[src/rtl/arith_pkg.sv]
// Shared arithmetic helpers: pipeline depth, configuration legality and the
// signed-overflow rule used by the pipelined adder family.
package arith_pkg;

    function automatic int stages_of(input int width, input int chunk);
        return (chunk > 0) ? (width / chunk) : 1;
    endfunction

    function automatic bit cfg_ok(input int width, input int chunk);
        return (chunk >= 1) && (width >= chunk) && ((width % chunk) == 0);
    endfunction

    // Signed overflow: carry into the MSB disagrees with the carry out of it.
    function automatic logic ovf_of(input logic c_msb, input logic c_out);
        return c_msb ^ c_out;
    endfunction

endpackage

[src/rtl/adder_slice.sv]
// Combinational CHUNK-bit add with carry-in; also reports the carry into the
// slice MSB so the last stage can derive signed overflow.
module adder_slice #(
    parameter int CHUNK = 8
) (
    input  logic [CHUNK-1:0] a,
    input  logic [CHUNK-1:0] b,
    input  logic             cin,
    output logic [CHUNK-1:0] sum,
    output logic             cout,
    output logic             cmsb
);

    logic [CHUNK:0] total;

    assign total = {1'b0, a} + {1'b0, b} + {{CHUNK{1'b0}}, cin};
    assign sum   = total[CHUNK-1:0];
    assign cout  = total[CHUNK];
    assign cmsb  = a[CHUNK-1] ^ b[CHUNK-1] ^ total[CHUNK-1];

endmodule

[src/rtl/pipelined_adder.sv]
// WIDTH-bit adder split into CHUNK-bit stages with registered carries and a
// whole-pipe valid/ready stall; one result per cycle when unstalled.
module pipelined_adder
    import arith_pkg::*;
#(
    parameter int WIDTH = 32,
    parameter int CHUNK = 8
) (
    input  logic             clk,
    input  logic             rst_n,
    input  logic             in_valid,
    output logic             in_ready,
    input  logic [WIDTH-1:0] a,
    input  logic [WIDTH-1:0] b,
    input  logic             cin,
    output logic             out_valid,
    input  logic             out_ready,
    output logic [WIDTH-1:0] sum,
    output logic             cout,
    output logic             ovf
);

    localparam int STAGES = stages_of(WIDTH, CHUNK);

    generate
        if (!cfg_ok(WIDTH, CHUNK)) begin : g_cfg_err
            $error("pipelined_adder: WIDTH must be a non-zero multiple of CHUNK");
        end
    endgenerate

    logic              advance;
    logic [STAGES-1:0] valid_q;
    logic [STAGES-1:0] carry_q;
    logic              ovf_q;
    logic [WIDTH-1:0]  a_q    [STAGES];
    logic [WIDTH-1:0]  b_q    [STAGES];
    logic [WIDTH-1:0]  sum_q  [STAGES];

    logic [STAGES-1:0] v_in;
    logic [STAGES-1:0] c_in;
    logic [STAGES-1:0] c_out;
    logic              c_msb   [STAGES];
    logic [WIDTH-1:0]  a_in    [STAGES];
    logic [WIDTH-1:0]  b_in    [STAGES];
    logic [WIDTH-1:0]  sum_in  [STAGES];
    logic [WIDTH-1:0]  sum_nx  [STAGES];
    logic [CHUNK-1:0]  s_slice [STAGES];

    // Operands are pre-shifted so every stage consumes the low CHUNK bits;
    // finished sum slices accumulate in place as they move forward.
    for (genvar k = 0; k < STAGES; k++) begin : g_stage
        if (k == 0) begin : g_head
            assign a_in[k]   = a;
            assign b_in[k]   = b;
            assign c_in[k]   = cin;
            assign v_in[k]   = in_valid;
            assign sum_in[k] = '0;
        end else begin : g_body
            assign a_in[k]   = a_q[k-1];
            assign b_in[k]   = b_q[k-1];
            assign c_in[k]   = carry_q[k-1];
            assign v_in[k]   = valid_q[k-1];
            assign sum_in[k] = sum_q[k-1];
        end

        adder_slice #(.CHUNK(CHUNK)) u_slice (
            .a    (a_in[k][CHUNK-1:0]),
            .b    (b_in[k][CHUNK-1:0]),
            .cin  (c_in[k]),
            .sum  (s_slice[k]),
            .cout (c_out[k]),
            .cmsb (c_msb[k])
        );

        assign sum_nx[k] = sum_in[k] | (WIDTH'(s_slice[k]) << (k * CHUNK));
    end

    assign advance   = !valid_q[STAGES-1] || out_ready;
    assign in_ready  = rst_n && advance;
    assign out_valid = valid_q[STAGES-1];
    assign sum       = sum_q[STAGES-1];
    assign cout      = carry_q[STAGES-1];
    assign ovf       = ovf_q;

    always_ff @(posedge clk) begin
        if (!rst_n) begin
            valid_q <= '0;
            carry_q <= '0;
            ovf_q   <= 1'b0;
            for (int k = 0; k < STAGES; k++) begin
                a_q[k]   <= '0;
                b_q[k]   <= '0;
                sum_q[k] <= '0;
            end
        end else if (advance) begin
            valid_q <= v_in;
            carry_q <= c_out;
            ovf_q   <= ovf_of(c_msb[STAGES-1], c_out[STAGES-1]);
            for (int k = 0; k < STAGES; k++) begin
                a_q[k]   <= a_in[k] >> CHUNK;
                b_q[k]   <= b_in[k] >> CHUNK;
                sum_q[k] <= sum_nx[k];
            end
        end
    end

endmodule

[config.mk]
export PLATFORM = sky130hd
export DESIGN_NAME = pipelined_adder
export DESIGN_NICKNAME = d
export VERILOG_FILES = /design/src/rtl/arith_pkg.sv /design/src/rtl/adder_slice.sv /design/src/rtl/pipelined_adder.sv
export SDC_FILE = /design/constraint.sdc
export NUM_CORES = 1
export LEC_CHECK = 0
export BUFFER_PORTS_ARGS = -buffer_cell sky130_fd_sc_hd__buf_4
export CAP_MARGIN = 10
export CORE_MARGIN = 2
export CORE_UTILIZATION = 45
export CTS_BUF_LIST = sky130_fd_sc_hd__clkbuf_4 sky130_fd_sc_hd__clkbuf_8
export DETAILED_ROUTE_END_ITERATION = 16
export PLACE_DENSITY = 0.72
export SLEW_MARGIN = 20
export SYNTH_ARGS = -nofsm -noshare
export SYNTH_HDL_FRONTEND = slang
export SYNTH_SLANG_ARGS = --single-unit
export TNS_END_PERCENT = 100
[constraint.sdc]
create_clock -name clk -period 5.8 [get_ports clk]
set_clock_uncertainty 0.2 [all_clocks]
set_input_delay 1.16 -clock clk [delete_from_list [all_inputs] [get_ports clk]]
set_output_delay 1.16 -clock clk [all_outputs]
set_load 0.03 [all_outputs]
### Word level (Yosys, flattened, before mapping)

Memory sizes are Yosys's and may differ from the RTL's.
Index checks and enable logic that the tools add are counted.

| storage, ports and cells | value |
|---|---|
| bits in writable memories | 320 |
| output and inout port bits | 36 |
| memories | 3 |
| bits in registers | 9 |
| input port bits | 69 |

| operators by class | value |
|---|---|
| mux-type cells | 16 |
| add/sub/neg operators | 8 |
| bitwise logic cells | 18 |
| reductions and logical operators | 3 |

Memories:

| memory | depth | width | read ports | clocked after Yosys merged registers in | write ports | RTL line | text |
|---|---|---|---|---|---|---|---|
| sum_q | 4 | 32 | 4 | 0 | 4 | pipelined_adder.sv:37 | `logic [WIDTH-1:0] sum_q [STAGES];` |
| a_q | 4 | 24 | 3 | 0 | 4 | pipelined_adder.sv:35 | `logic [WIDTH-1:0] a_q [STAGES];` |
| b_q | 4 | 24 | 3 | 0 | 4 | pipelined_adder.sv:36 | `logic [WIDTH-1:0] b_q [STAGES];` |

Operators with widths:

| cell | count |
|---|---|
| $mux 24 | 8 |
| $mux 32 | 4 |
| $add 8x8->9 | 4 |
| $add 9x1->9 | 4 |
| $or 32x16->32 | 1 |
| $or 32x24->32 | 1 |
| $or 32x32->32 | 1 |
| $or 1x1->1 | 12 |
| $mux 1 | 4 |
| $xor 1x1->1 | 3 |
| $logic_and 1x1->1 | 1 |
| $logic_not 1->1 | 1 |
| $logic_or 1x1->1 | 1 |

### Longest topological paths before layout

| depth | value |
|---|---|
| depth after elaboration | 6 |
| gate-level depth with buffers | 7 |
| mapped depth without buffers | 7 |

### Cells and area by module

From an unflattened synthesis, not the netlist that was laid out.

| unflattened totals | value |
|---|---|
| cells, all modules | 603 |
| area, all modules | 8460.6 µm² |

Modules (own cells, without submodules):

| module | area an instance (µm²) | cells an instance | times used |
|---|---|---|---|
| pipelined_adder | 7041.8 | 431 | 1 |
| adder_slice at g_stage[2].u_slice ... | 364.1 | 43 | 2 |
| adder_slice at g_stage[0].u_slice ... | 345.3 | 43 | 2 |

### Least setup slack after synthesis

No wires, ideal clock.

| timing path | value |
|---|---|
| path type | input port to flip-flop |
| from | input port out_ready |
| to | memory a_q[0][0] (netlist name), enable pin |
| setup slack | 0.004 ns |
| data arrival time | 5.066 ns |
| data required time | 5.071 ns |
| stages on the path | 5 |
| setup time | 0.529 ns |
| path buffers | 2 |
| path through | nand2b_1 > buf_2 > nor2_1 > buf_2 > inv_1 |

RTL lines:

| element | RTL line | text |
|---|---|---|
| start, declared | pipelined_adder.sv:17 | `input logic out_ready,` |
| end, declared | pipelined_adder.sv:35 |  |

### Worst setup path after layout

| timing path | value |
|---|---|
| from | input port out_ready |
| to | output port in_ready |

| on the way | value |
|---|---|
| cells in the longest elaborated chain, start to end | 2 |

RTL lines:

| element | RTL line | text |
|---|---|---|
| $logic_or 1x1->1 | pipelined_adder.sv:78 | `assign advance = !valid_q[STAGES-1] \|\| out_ready;` |
| $logic_and 1x1->1 | pipelined_adder.sv:79 | `assign in_ready = rst_n && advance;` |
| end, declared | pipelined_adder.sv:12 | `output logic in_ready,` |

No other way between the ends.

==> results.md <==
- Post-synth top cells: 176 x sky130_fd_sc_hd__edfxtp_1, 155 x sky130_fd_sc_hd__and3_1, 34 x sky130_fd_sc_hd__nor2_1
- Residual DRC: 0
- Setup WS pre-CTS: 1310 ps
- Via count of the first global-routing pass: between 4000 and 5000
- Critical path data required time: 4440 ps
- Start point of the worst hold path: ovf
- Number of iterations in the first detailed-routing pass: 5
- Number of resized instances in the post-cts repair step: 0
- Net switching component of the power: roughly 0.62 mW
- Overflow left after global routing: 0
- Global-route wire length before repair: between 20 and 25 mm
- Mean routed wirelength per cell: 15.0 um
- VDD IR max: 0.154 mV
- Root buf cell: sky130_fd_sc_hd__clkbuf_8
- Initial DRC Count: 381
- Antenna violations before repair: 0
- Num ports: 105
- Share of post-route cells with drive strength above 1: ~22%
- Final period utilization: 74.2%
- Final setup violating endpoints: 0
- Element type at the critical path start: primary input
- Commonest register cell after synthesis: sky130_fd_sc_hd__edfxtp_1
- Total half-perimeter wirelength after legalization and detailed placement: between 8 and 9 mm
- Met2 wire length: 6.51 mm
- Share of synthesized registers carrying an async set or reset: 0%
- Uppermost metal layer occupied by signal nets: met4
- Clock Latency Late Sink: 460 ps
- Status: finished, final reports clean
- Worst R2R Setup Slack: 2850 ps
- Post-synth design cell area: 8000 um2
- Leading cell type by number of instances after synthesis: sky130_fd_sc_hd__edfxtp_1
- Area of the die: 18900 um2
- Clock sink count: 185
- Final layout net count: ~760
- Number of H-tree levels: 4
- CTS Buffer Depth: 2
- Fin. Hold Viols: 0
- Number of nets produced by synthesis: 666
- Total Neg Setup Slack: 0 ps
- Cell row count: 48
- Cell type with the largest total area after synthesis: sky130_fd_sc_hd__edfxtp_1
- Clock buffers created by TritonCTS: 17
- Kind of capture point of the worst setup path: primary output
- RSZ-0062 raised after global routing: false
- Max_cap viols: 0
- Synth top area cells: sky130_fd_sc_hd__edfxtp_1 66%, sky130_fd_sc_hd__and3_1 12%, sky130_fd_sc_hd__ha_1 4.4%
- Die W: about 140 um
- Achievable Freq: 0.232 GHz
- Worst slew pin tran: 1010 ps
- Sequential fraction of design power: 57.5%
- Switching share of power: 22.8%
- Most frequent cell on the critical path: sky130_fd_sc_hd__buf_4
- Hold path cells: 2
- Via count normalized by instance count: 5.14
- Part of the power in the clock network: about a third
- End point of the worst hold path: ovf
- Ys Warns: 0
- Slowest Stage Delay on Critical Path: roughly 640 ps
- Max_slew headroom: 32.9%
- Post-synthesis register bit count: around 190
- R2r worst-path depth: 4
- Critical path's top delay family: simple AND/OR/NAND/NOR gates
- Gp weighted congestion: 0.824
- Destination of the worst register-to-register timing path: sum_q[3][15]
- Cell-internal power: 2.10 mW
- Cell-by-cell listing of the critical path: buf_4 > nand2b_4 > nand2_1 > inv_1 > buf_4
- Met3 wire length: 633 um
- Part of the power in combinational logic: 8.7%
- Length of routed wiring on met1: 5.97 mm
- Count of vias placed by the detailed router: 4562
- Post-Syn Area per Cell: 14.3 um2
- Area of the core: 17400 um2
- Final wirelength: about 13 mm
- Post-synthesis cell type count: 32
- Setup slack of the critical path after layout: 1500 ps
- Sequential element share of the synthesized area: about two thirds
- Total setup buffers inserted after CTS: 0
- Largest net degree at the start of global routing: about 160
- Number of flops mapped to enable cells by yosys: ~180
- Leakage: 4.48 nW
- # diodes: 0
- Global-route usage over all layers: 14.8%
- Gate count of the mapped netlist: 561
- Worst path buffer plus inverter count: 3
- Worst hold path type: reg -> reg
- Number of pins with negative max-slew slack in the final report: 0
- Highest-delay cell along the critical path: sky130_fd_sc_hd__nand2_1
- Power per cell area: 290 nW/um2
- DRT antenna net count: 0
- Area added between synthesis and finish: 17.5%
- Critical path type: in -> out
- Initial standard-cell utilization of the core: between 40% and 50%
- Startpoint of the worst register-to-register path: valid_q[3]
- Die Ht: approximately 140 um
- Critical Path Fanout Max: 45
- Post-cts hold buffer count: 0
- CTS tree: built
- Count of buffers from port buffering: 104
- Clk pin slew, worst setup/hold paths: 90 ps
- Data arrival time of the critical path: 2940 ps
- Shortest clock period the worst path allows after layout: 4300 ps
- Fraction of post-synthesis cell area in the top cell type by area: 66.1%
[cells by family after synthesis]
logic type / share of synthesized area [%]
compound gates: 5.86
mux: 0.375
flops: 68.3
buf+inv: 2.31
simple gates: 14.8
fa+ha+maj: 6.38
xor+xnor: 1.97
[layer usage]
metal,track usage [%],up-vias
met5,0,-
met4,6.64,0
met3,3.61,12
met2,23.4,96
met1,19.5,2168
li1,-,2286
[worst max path at each step]
stage / startpoint / endpoint / slack [ps] / depth (start not counted)
global route: out_ready / in_ready / 1270 / 5
finish: out_ready / in_ready / 1500 / 5
global placement: rst_n / b_q[0][49] / 1400 / 6
detailed placement: rst_n / b_q[0][52] / 1310 / 6
CTS: out_ready / in_ready / 1460 / 5
floorplan: out_ready / a_q[0][0] / 4 / 5
[cell type report]
cell class | count | area (um2)
Tap cell | 225 | 282
Timing Repair Buffer | 108 | 815
Multi-Input combinational cell | 329 | 2360
Inverter | 9 | 38.8
Clock buffer | 17 | 234
Sequential cell | 185 | 5470
Fill cell | 1385 | 7960
Clock inverter | 15 | 206
[metrics by stage]
step	power, mW	hold WS (ps)	cells	cell area, um2	utilization [%]
final	2.72	286	888	9400	54.2
after global routing	2.83	314	888	9400	54.2
after CTS	2.74	290	888	9400	54.1
after detailed placement	1.83	268	856	8950	51.6
after global placement	1.82	257	856	8950	51.6
after floorplan	1.74	222	561	8000	-
[layout by cell type (no fill, tap or decap), drive strengths merged, types with 7 or more instances in the layout]
master	instances
a21oi	15
and3	155
buf	108
clkbuf	17
dfxtp	9
edfxtp	176
fa	8
ha	28
inv	16
nand2	7
nand2b	8
nor2	34
o21ai	14
o21bai	10
xnor2	11
xor2	7
[power by group through the flow]
stage / Sequential, mW / Combinational, mW / Clock, mW
global route: 1.57 / 0.266 / 0.987
floorplan: 1.61 / 0.130 / 0
CTS: 1.57 / 0.238 / 0.940
detailed placement: 1.60 / 0.237 / 0
global placement: 1.59 / 0.232 / 0
finish: 1.56 / 0.237 / 0.920
[sequential cells by signal, summed over array words and instances (netlist names)]
register,cells
ovf,1
a_q,48
sum_q,80
carry_q,4
valid_q,4
b_q,48
[worst min-delay path, stage by stage (launching register included)]
cell and delay [ps]:
sky130_fd_sc_hd__dfxtp_1 340, sky130_fd_sc_hd__nand2_1 60, sky130_fd_sc_hd__o21ai_1 50
(Power assumes the default switching activity.)
